**config.mk**
```make
export PLATFORM = sky130hd
export DESIGN_NAME = audio_sample_sequencer
export DESIGN_NICKNAME = d
export VERILOG_FILES = /design/src/rtl/audio_sample_sequencer.sv
export SDC_FILE = /design/constraint.sdc
export NUM_CORES = 1
export LEC_CHECK = 0
export ABC_AREA = 1
export BUFFER_PORTS_ARGS = -buffer_cell sky130_fd_sc_hd__buf_2
export CAP_MARGIN = 20
export CORE_UTILIZATION = 45
export DETAILED_ROUTE_END_ITERATION = 16
export GPL_TIMING_DRIVEN = 0
export PLACE_DENSITY = 0.84
export SYNTH_ARGS = -nofsm -noshare
export SYNTH_HDL_FRONTEND = slang
export SYNTH_SLANG_ARGS = --single-unit
```
**constraint.sdc**
```tcl
create_clock -name fast_clock -period 1.48 [get_ports fast_clock]
set_clock_uncertainty 0.1 [all_clocks]
set_input_delay 0.148 -clock fast_clock [delete_from_list [all_inputs] [get_ports fast_clock]]
set_output_delay 0.148 -clock fast_clock [all_outputs]
set_load 0.02 [all_outputs]
```
**src/rtl/audio_sample_sequencer.sv**
```systemverilog
// Audio sample sequencer: every DIV fast_clock cycles it pulls one sample from the
// codec ADC, passes it through an external processing stage (or loops it straight
// back when bypass is set) and pushes the result to the codec DAC.
//
// Ports:
//   fast_clock, reset            sole clock, synchronous active-high reset
//   read_ready/readdata          ADC sample available / 24-bit ADC sample
//   read_enable                  one-cycle pulse consuming the ADC sample
//   write_ready/writedata        DAC can accept / 24-bit sample to DAC (registered)
//   write_enable                 one-cycle pulse committing writedata
//   bypass                       loop captured sample to DAC (sampled in READ only)
//   sample_out/sample_valid      N-bit quantized sample offered to processing
//   proc_data/proc_valid         processed result and its handshake
//   busy                         FSM is not idle
//   overrun_count                saturating count of dropped sample ticks
module audio_sample_sequencer #(
  parameter int unsigned N   = 8,
  parameter int unsigned DIV = 1042
) (
  input  logic          fast_clock,
  input  logic          reset,
  input  logic          read_ready,
  input  logic [23:0]   readdata,
  output logic          read_enable,
  input  logic          write_ready,
  output logic [23:0]   writedata,
  output logic          write_enable,
  input  logic          bypass,
  output logic [N-1:0]  sample_out,
  output logic          sample_valid,
  input  logic [N-1:0]  proc_data,
  input  logic          proc_valid,
  output logic          busy,
  output logic [7:0]    overrun_count
);

  localparam int unsigned CntW = $clog2(DIV);

  typedef enum logic [2:0] {
    StIdle,
    StWaitRd,
    StRead,
    StProc,
    StWaitWr,
    StWrite
  } state_e;

  state_e            state_q, state_d;
  logic [CntW-1:0]   cnt_q, cnt_d;
  logic [7:0]        ovr_q, ovr_d;
  logic [N-1:0]      sample_q, sample_d;
  logic [N-1:0]      result_q, result_d;
  logic [23:0]       writedata_q, writedata_d;
  logic [23:0]       wr_word;
  logic              rd_en_q, rd_en_d;
  logic              wr_en_q, wr_en_d;
  logic              valid_q, valid_d;
  logic              busy_q, busy_d;
  logic              tick;

  // Free-running sample-period counter; it never stalls, so ticks stay periodic
  // even while a transaction is held up.
  assign tick  = (cnt_q == CntW'(DIV - 1));

  always_comb begin
    cnt_d = tick ? '0 : cnt_q + CntW'(1);

    // Overrun: any tick not seen in IDLE is lost.
    ovr_d = ovr_q;
    if (tick && (state_q != StIdle) && (ovr_q != 8'hFF)) begin
      ovr_d = ovr_q + 8'd1;
    end

    wr_word            = '0;
    wr_word[23 -: N]   = result_q;

    state_d     = state_q;
    sample_d    = sample_q;
    result_d    = result_q;
    writedata_d = writedata_q;

    unique case (state_q)
      StIdle: begin
        if (tick) state_d = StWaitRd;
      end
      StWaitRd: begin
        if (read_ready) state_d = StRead;
      end
      StRead: begin
        sample_d = readdata[23 -: N];
        if (bypass) begin
          result_d = readdata[23 -: N];
          state_d  = StWaitWr;
        end else begin
          state_d  = StProc;
        end
      end
      StProc: begin
        if (proc_valid) begin
          result_d = proc_data;
          state_d  = StWaitWr;
        end
      end
      StWaitWr: begin
        if (write_ready) begin
          writedata_d = wr_word;
          state_d     = StWrite;
        end
      end
      StWrite: begin
        state_d = StIdle;
      end
      default: begin
        state_d = StIdle;
      end
    endcase

    // Outputs are registered from the next state so they line up with the state.
    rd_en_d = (state_d == StRead);
    wr_en_d = (state_d == StWrite);
    valid_d = (state_d == StProc);
    busy_d  = (state_d != StIdle);
  end

  always_ff @(posedge fast_clock) begin
    if (reset) begin
      state_q     <= StIdle;
      cnt_q       <= '0;
      ovr_q       <= '0;
      sample_q    <= '0;
      result_q    <= '0;
      writedata_q <= '0;
      rd_en_q     <= 1'b0;
      wr_en_q     <= 1'b0;
      valid_q     <= 1'b0;
      busy_q      <= 1'b0;
    end else begin
      state_q     <= state_d;
      cnt_q       <= cnt_d;
      ovr_q       <= ovr_d;
      sample_q    <= sample_d;
      result_q    <= result_d;
      writedata_q <= writedata_d;
      rd_en_q     <= rd_en_d;
      wr_en_q     <= wr_en_d;
      valid_q     <= valid_d;
      busy_q      <= busy_d;
    end
  end

  assign read_enable   = rd_en_q;
  assign write_enable  = wr_en_q;
  assign writedata     = writedata_q;
  assign sample_out    = sample_q;
  assign sample_valid  = valid_q;
  assign busy          = busy_q;
  assign overrun_count = ovr_q;

endmodule

```
==> summary.txt <==
Run status
  – Status: finished, violations left
  – Violated checks: negative hold slack

Placement
  – GP Congestion: ~0.86
  – Pre-CTS WS: -0.142 ns
  – Inst Count DP: about 460
  – Port buffer count: 49
  – Dpl hpwl: 3560 um

Critical path
  – Worst r2r src: cnt_q[1]
  – Reg2reg end: overrun_count[3]
  – Worst path bufs/invs: 2
  – Worst Path Required: 1.56 ns
  – Setup CP Type: register to register
  – Top Family by Delay on Critical Path: simple AND/OR/NAND/NOR gates
  – Critical-path cell list: inv_2 -> ha_4 -> nand2_2 -> inv_2 -> nand2_4 -> nor2_4 -> nand3_4 -> nand2_2 -> a21oi_2
  – Register-to-register setup slack: approximately 0.015 ns
  – Max stage delay on crit path: 0.34 ns
  – Worst setup path endpoint: overrun_count[3]
  – Worst Setup Start Kind: register
  – Worst setup path startpoint: cnt_q[1]
  – R2R cell count: 9
  – Crit-path max FO: 8
  – Worst path slowest cell: dfxtp_2
  – Crit end category: register
  – Worst Path Arrival: between 1.5 and 2 ns
  – Crit path depth: 9

Yosys
  – Distinct cell type count after synthesis: 25
  – Register area share after synthesis: about 43%
  – Avg Inst Size Synth: between 6 and 7 um^2
  – Top-count cell post-synth: nor2_1
  – Post-Syn Area: about 2300 um^2
  – Async S/R FF share, synth: 0%
  – Area share of the largest cell type after synthesis: 43.2%
  – Largest area contributor in the netlist: dfxtp_1
  – Post-synth EDFFs: 0
  – Most used DFF post-synth: dfxtp_1
  – Most frequent cells after synthesis: nor2_1, nand2_1, dfxtp_1
  – Cells after synthesis: ~330
  – Synthesized flop and latch total: 50
  – Synth area leaders: dfxtp_1, nor2_1, nand2_1
  – YS warnings: 0

Global routing
  – First-pass GRT wire length: ~8000 um
  – Pin count of the biggest net entering global routing: 17
  – All-Layer GR Usage: 19.1%
  – Met1 global-route usage: 22.9%
  – Initial antenna violation count: 0
  – Grt met2 use: between 30% and 40%
  – GRT busiest layer: met2
  – Total gr overflow: 0
  – Met3 usage: ~4%
  – Number of global-route vias before repair: approximately 1900

Floorplanning
  – Die area: about 5400 um^2
  – Initial core utilization: roughly 48%
  – Top Ports: between 80 and 90
  – Die height: around 74 um
  – FP Rows: 25
  – Die W: 73.7 um
  – Core area: about 4800 um^2

Pwr
  – Worst VDD drop: roughly 560 uV
  – Comb power frac: approximately 7.6%
  – Clk network pwr share: a little under two fifths
  – P_leak: 1.48 nW
  – Switching portion of total power: between 20 and 25%
  – Net switching power: around 0.00057 W
  – Reg power frac: between 50% and 60%
  – PD cells: 799 nW/um^2
  – Internal Power: 0.00194 W
  – Total design power: between 0.002 and 0.003 W

Timing
  – Final worst slack: about 0.015 ns
  – Setup Viol. Count Final: 0
  – RSZ-0062 raised after global routing: true
  – Min Tclk post-route: ~1.5 ns
  – Hold Worst Slack: -0.00580 ns
  – Max Slew Vio Count: 0
  – Period utilisation layout: a little over nine tenths
  – Normalized max-slew margin: around 64%
  – Fmax: ~0.7 GHz
  – Worst Tran Pin Value: around 0.54 ns
  – Final Hold Vio Count: 1

Finish
  – Synth-to-Final Area Change: 35.6%
  – Nets: 459
  – Fraction of layout cells with a size suffix above 1: 33.2%
  – Final std cells w/o fill: approximately 490
  – Total inserted antenna cells: 0

Drt
  – Drt total wl: between 5000 and 6000 um
  – DRC viols: 0
  – DR vias: 2264
  – Drt wl/cell: approximately 11 um
  – TritonRoute pass-1 iters: 7
  – Via/cell ratio: roughly 4.7
  – Drt initial violations: 79
  – Final ANT Viol Nets: 0

Clock network
  – Maximum root-to-sink buffer count: 2
  – Clock Sinks: 50
  – Worst-Skew Late Latency: just over 0.3 ns
  – CTS clock-pin slew for the worst setup and hold paths: 0.09 ns
  – CTS tree: yes
  – CTS H-tree lvls: 2
  – Total CTS buffers: 5
  – Clk root buf: clkbuf_8

Flow run
  – Max Cap Viol: 0

Hold path
  – HP Class: input port to register
[cell type report]
cell class | instances | area [um^2]
repair buffers | 65 | 393
clock inverters | 3 | 45.0
inverters | 29 | 109
plain buffers | 23 | 164
multi-input cells | 244 | 1260
well taps | 67 | 83.8
fillers | 414 | 1710
flip-flops and latches | 50 | 1020
clock buffers | 5 | 68.8
[state kept, by name (all words and copies together) (netlist names)]
signal,cells
overrun_count,8
busy,1
write_enable,1
read_enable,1
cnt_q,11
state_q,3
result_q,8
sample_out,8
writedata,8
sample_valid,1
[tightest hold or removal path, cell delays in order]
cell and delay [ns]:
buf_2 0.09, nor2_1 0.04, nor2_1 0.09
[worst min path at each step]
stage                             from       endpoint  cells after the start
after global placement    readdata[16]  sample_out[0]                      3
after CTS                 readdata[16]  sample_out[0]                      3
after detailed placement  readdata[19]  sample_out[3]                      3
after floorplan           readdata[16]  sample_out[0]                      2
after global routing      readdata[16]  sample_out[0]                      3
final                     readdata[16]  sample_out[0]                      3
[cells by family after synthesis]
logic type	share of synthesized area [%]
and+or+nand+nor	33.8
xor gates and xnor gates	1.51
adders and majority gates	1.62
AOI/OAI and AO/OA	8.43
buffers and inverters	11.2
DFF	43.2
other	0.162
[timing repair]
action / 4_1_cts / 5_1_grt
hold endpoints to repair: 6 / 0
endpoints found under the setup margin: 29 / 40
resized for setup: 16 / 34
pin swaps: 3 / 11
hold buffers: 6 / 0
buffers inserted: 3 / 7
[power groups by stage]
stage	logic (W)	registers (W)	clock network [W]
detailed placement	0.000160	0.00139	0
CTS	0.000177	0.00136	0.000987
finish	0.000191	0.00136	0.000964
global route	0.000210	0.00136	0.00103
floorplan	0.000115	0.00139	0
global placement	0.000160	0.00139	0
[per-layer routing]
metal | share of wire, % | wire (um) | up-vias
met5 | 0 | 0 | -
met4 | 1.6 | 86 | 0
met3 | 4.5 | 240 | 9
met2 | 48 | 2540 | 59
met1 | 46 | 2420 | 1002
li1 | - | - | 1194
[stage by stage]
stage | hold WS [ns] | TNS [ns] | util (%) | area, um^2
after global routing | 0.00476 | -0.954 | 64.8 | 3140
after CTS | 0.0108 | 0 | 61.2 | 2970
final | -0.00580 | 0 | 64.8 | 3140
after global placement | 0.302 | -1.67 | 55.8 | 2700
after detailed placement | 0.302 | -2.39 | 55.8 | 2700
after floorplan | 0.183 | 0 | - | 2370
[placed cells by master, fill, tap and decap left out, drive strengths merged]
| master | n |
|---|---|
| bufinv | 1 |
| dlygate4sd3 | 6 |
| nor3b | 2 |
| nand3b | 2 |
| clkinvlp | 2 |
| xor2 | 4 |
| conb | 16 |
| a21oi | 11 |
| nand2 | 69 |
| nand4 | 4 |
| nor3 | 6 |
| nand3 | 23 |
| o21ai | 28 |
| dfxtp | 50 |
| buf | 80 |
| ha | 3 |
| inv | 29 |
| nor2 | 76 |
| clkbuf | 7 |
(Power assumes the default switching activity.)
